==> src/rtl/shift_reg_usr.sv <==
// shift_reg_usr
//
// Command-driven universal shift register. In IDLE a start request latches
// the command (mode, count, data). LOAD completes at the accept edge. A
// shift, shift-right or rotate command runs for 'count' single-bit steps,
// one per clock, and then pulses done for one cycle.
//
// Ports
//   clk    in   1      clock, rising edge
//   rst    in   1      asynchronous active-high reset
//   start  in   1      command request, honoured only in IDLE
//   mode   in   2      00 LOAD, 01 SHL, 10 SHR, 11 ROT (rotate left)
//   count  in   CW     number of single-bit steps (ignored for LOAD)
//   d      in   WIDTH  parallel load data
//   sin    in   1      serial fill bit, sampled on every step edge
//   q      out  WIDTH  register contents
//   qb     out  WIDTH  bitwise complement of q
//   sout   out  1      bit that the next step shifts out
//   busy   out  1      high while a multi-step command is in RUN
//   done   out  1      one-cycle completion pulse
module shift_reg_usr #(
   parameter int unsigned       WIDTH   = 8,
   parameter int unsigned       CW      = 4,
   parameter logic [WIDTH-1:0]  RST_VAL = '0
) (
   input  logic             clk,
   input  logic             rst,
   input  logic             start,
   input  logic [1:0]       mode,
   input  logic [CW-1:0]    count,
   input  logic [WIDTH-1:0] d,
   input  logic             sin,
   output logic [WIDTH-1:0] q,
   output logic [WIDTH-1:0] qb,
   output logic             sout,
   output logic             busy,
   output logic             done
);

   localparam logic [1:0] M_LOAD = 2'b00;
   localparam logic [1:0] M_SHL  = 2'b01;
   localparam logic [1:0] M_SHR  = 2'b10;
   localparam logic [1:0] M_ROT  = 2'b11;

   typedef enum logic [1:0] {
      S_IDLE = 2'b00,
      S_RUN  = 2'b01,
      S_DONE = 2'b10
   } state_t;

   state_t           state_q, state_d;
   logic [1:0]       mode_q,  mode_d;
   logic [CW-1:0]    rem_q,   rem_d;
   logic [WIDTH-1:0] data_q,  data_d;

   // One single-bit step of the latched command.
   function automatic logic [WIDTH-1:0] step(input logic [1:0]       m,
                                             input logic [WIDTH-1:0] v,
                                             input logic             s);
      logic [WIDTH-1:0] r;
      r = v;
      case (m)
         M_SHL:   r = {v[WIDTH-2:0], s};
         M_SHR:   r = {s, v[WIDTH-1:1]};
         M_ROT:   r = {v[WIDTH-2:0], v[WIDTH-1]};
         default: r = v;
      endcase
      return r;
   endfunction

   // Command acceptance and step sequencing
   always_comb begin
      state_d = state_q;
      mode_d  = mode_q;
      rem_d   = rem_q;
      data_d  = data_q;
      case (state_q)
         S_IDLE: begin
            if (start) begin
               mode_d = mode;
               if (mode == M_LOAD) begin
                  data_d  = d;
                  state_d = S_DONE;
               end else if (count == '0) begin
                  state_d = S_DONE;
               end else begin
                  rem_d   = count;
                  state_d = S_RUN;
               end
            end
         end
         S_RUN: begin
            data_d = step(mode_q, data_q, sin);
            rem_d  = rem_q - CW'(1);
            // The edge that performs the final step leaves RUN.
            if (rem_q == CW'(1)) begin
               state_d = S_DONE;
            end
         end
         S_DONE: begin
            state_d = S_IDLE;
         end
         default: begin
            state_d = S_IDLE;
         end
      endcase
   end

   always_ff @(posedge clk or posedge rst) begin
      if (rst) begin
         state_q <= S_IDLE;
         mode_q  <= M_LOAD;
         rem_q   <= '0;
         data_q  <= RST_VAL;
      end else begin
         state_q <= state_d;
         mode_q  <= mode_d;
         rem_q   <= rem_d;
         data_q  <= data_d;
      end
   end

   // Outputs decoded from registered state only
   assign q    = data_q;
   assign qb   = ~data_q;
   assign sout = (mode_q == M_SHR) ? data_q[0] : data_q[WIDTH-1];
   assign busy = (state_q == S_RUN);
   assign done = (state_q == S_DONE);

endmodule

==> config.mk <==
export PLATFORM = sky130hd
export DESIGN_NAME = shift_reg_usr
export DESIGN_NICKNAME = d
export VERILOG_FILES = /design/src/rtl/shift_reg_usr.sv
export SDC_FILE = /design/constraint.sdc
export NUM_CORES = 1
export LEC_CHECK = 0
export CAP_MARGIN = 20
export CORE_MARGIN = 3
export CORE_UTILIZATION = 45
export CTS_CLUSTER_DIAMETER = 40
export DETAILED_ROUTE_END_ITERATION = 8
export GPL_ROUTABILITY_DRIVEN = 0
export PLACE_DENSITY = 0.83
export SLEW_MARGIN = 15
export SYNTH_ARGS = -nofsm -noshare
export SYNTH_HDL_FRONTEND = slang
export SYNTH_SLANG_ARGS = --single-unit
==> constraint.sdc <==
create_clock -name clk -period 2.2 [get_ports clk]
set_input_delay 0.55 -clock clk [delete_from_list [all_inputs] [get_ports clk]]
set_output_delay 0.55 -clock clk [all_outputs]
set_load 0.05 [all_outputs]
==> results.json <==
{
  "synth-edff-count": 0,
  "clock_path_buffers": 2,
  "ys_async_sr_fraction_pct": 100,
  "critPathKind": "flip-flop to output port",
  "vias_per_cell": 5.87,
  "crit_fanout": 5,
  "cts-hold-fix-buffers": 0,
  "post-route-min-period_ns": 2.14,
  "die_h_um": 54.1,
  "max_stage_delay_ns": 0.84,
  "rows": 16,
  "die_area_um2": 2920,
  "crit_path_start": "q[7]",
  "rsz0062_at_grt": "no",
  "syn_inst": 109,
  "synth_cell_types": 35,
  "worstSetupPathDepth": 1,
  "clkLatencyLatePin_ns": 0.30,
  "ys_seq_area_share_pct": 38.5,
  "synth_top_area_share_pct": 38.5,
  "yosysTopAreaCell": "dfrtp_1",
  "cap_violations": 0,
  "status": "finished, final reports clean",
  "reg2reg_depth": 4,
  "fin_nets": 167,
  "syn_area_per_cell_um2": 9.54,
  "arrival_ns": 1.59,
  "synth_area_um2": 1040,
  "crit_path_top_delay_cell": "clkdlybuf4s50_1",
  "clk_pin_slew_ns": 0.10,
  "cts.sinks": 16,
  "cts_tree": "yes",
  "ctsRootBufferMaster": "clkbuf_4",
  "pin_count": 37,
  "die-width_um": 54.1,
  "worstPathCellList": "clkdlybuf4s50_1",
  "vias": 1016,
  "r2r-end": "rem_q[3]",
  "tightest_slew_ns": 0.619,
  "cts_buffers": 3,
  "synth_most_common_cell": "dfrtp_1",
  "firstDrtPassIters": 4,
  "start_util_pct": 49.9,
  "synth_common_cells": "dfrtp_1 (16), inv_1 (14), o21ai_0 (10)",
  "finalSetupViolCount": 0,
  "num_antenna_cells": 0,
  "htreeDepth": 1,
  "critPathTopFamily": "buffers and inverters",
  "ys_seq_elements": 16,
  "wire_per_inst_um": 17.6,
  "track_usage_pct": 23.8,
  "grt_remaining_overflow": 0,
  "min_period_over_period_pct": 97.3,
  "r2r_start": "state_q[0]",
  "ant_nets": 0,
  "grt_pass1_vias": 999,
  "syn_to_final_growth_pct": 43.8,
  "hp-class": "flip-flop to flip-flop",
  "path_buf_inv": 1,
  "max_freq_ghz": 0.467,
  "syn_nets": 129,
  "synth_ff_type": "dfrtp_1",
  "hold_viol": 0,
  "worst_setup_path_start_kind": "flip-flop",
  "detailed_place_hpwl_mm": 2.28,
  "coreArea_um2": 2080,
  "setup_tns_ns": 0,
  "end_kind": "output port",
  "grt_first_pass_wirelength_mm": 4.88,
  "drt_iter0_markers": 34,
  "postRouteWirelength_mm": 3.05,
  "fin_skew_ns": 0.00203,
  "yosysWarnings": 0,
  "reg2reg_slack_ns": 0.58,
  "nFillCells": 151,
  "crit_path_end": "q[7]",
  "critical_path_required_ns": 1.65,
  "grt_max_degree": 17,
  "slew_violations": 0,
  "slew_headroom_pct": 58.7,
  "drcViolationCount": 0,
  "multiInputGateArea_um2": 552,
  "portBuffers": 36,
  "layout-drive-gt1-share_pct": 15.8,
  "antenna_found_initial": 0,
  "layout.area.seq_um2": 400,
  "synth.area.top_cells": "dfrtp_1 (39%), and3b_1 (5.9%), o32ai_1 (5.9%), a211oi_1 (5.1%), inv_1 (5.1%)"
}
[worst min-delay path by stage]
stage / start / to / slack, ns / cells past startpoint
2_1_floorplan: rst / mode_q[0] / 0.46 / 1
5_1_grt: rem_q[3] / rem_q[3] / 0.61 / 1
3_3_place_gp: rem_q[3] / rem_q[3] / 0.53 / 1
6_report: rem_q[3] / rem_q[3] / 0.57 / 1
3_5_place_dp: rem_q[3] / rem_q[3] / 0.56 / 1
4_1_cts: rem_q[3] / rem_q[3] / 0.58 / 1
[cells by family after synthesis]
kind of cell	after synthesis	synth area share, %
AOI/OAI and AO/OA	39	26.6
adders and majority gates	2	2.41
buffers and inverters	21	9.02
DFF	16	38.5
muxes	5	5.17
and+or+nand+nor	26	18.3
[registers in the layout (all words and copies together) (netlist names)]
| register | flops |
|---|---|
| q | 8 |
| rem_q | 4 |
| state_q | 2 |
| mode_q | 2 |
[through the flow]
step                      area (µm²)  std cells  setup WS, ns  hold slack (ns)  util (%)
after CTS                       1480        173        0.0240            0.580      71.2
final                           1500        173        0.0599            0.573      71.8
after detailed placement        1450        169         0.137            0.558      69.5
after global placement          1450        169         0.190            0.534      69.5
after global routing            1500        173       0.00666            0.606      71.8
after floorplan                 1040        109        0.0767            0.464         -
[layout make-up]
type                       instances  area share, %
inverter                          14           3.51
timing repair buffer              40           28.1
clock buffer                       4           2.43
tap                               27           2.26
sequential                        16           26.8
multi-input combinational         72           36.9
[cells in the final DEF, fill, tap and decap left out, drive strengths merged, types with 3 or more instances in the layout]
cell type      synthesis  routed
clkdlybuf4s50          0      25
dfrtp                 16      16
inv                   14      14
buf                    3      11
o21ai                 10      10
and3b                  7       7
a211oi                 7       7
o32ai                  7       7
nor2                   4       4
dlymetal6s2s           0       4
clkbuf                 4       4
nand2                  3       3
mux2                   3       3
a21oi                  3       3
nor3b                  3       3
[repair_timing]
item                                    in CTS  in global routing
resized for setup                            0                  5
endpoints found under the hold margin        0                  0
buffers inserted                             0                  0
endpoints found under the setup margin       0                  5
[routing by layer]
| layer | GRT usage [%] | up-vias | part of all wire [%] |
|---|---|---|---|
| met5 | 0 | - | 0 |
| li1 | - | 482 | - |
| met1 | 29.8 | 484 | 42 |
| met4 | 9.96 | 0 | 1.6 |
| met3 | 3.32 | 5 | 7.1 |
| met2 | 40.7 | 45 | 50 |
Power is left out: the tool's default activity adds up to more than one toggle a clock period on the data nets, which glitch-free logic cannot reach.
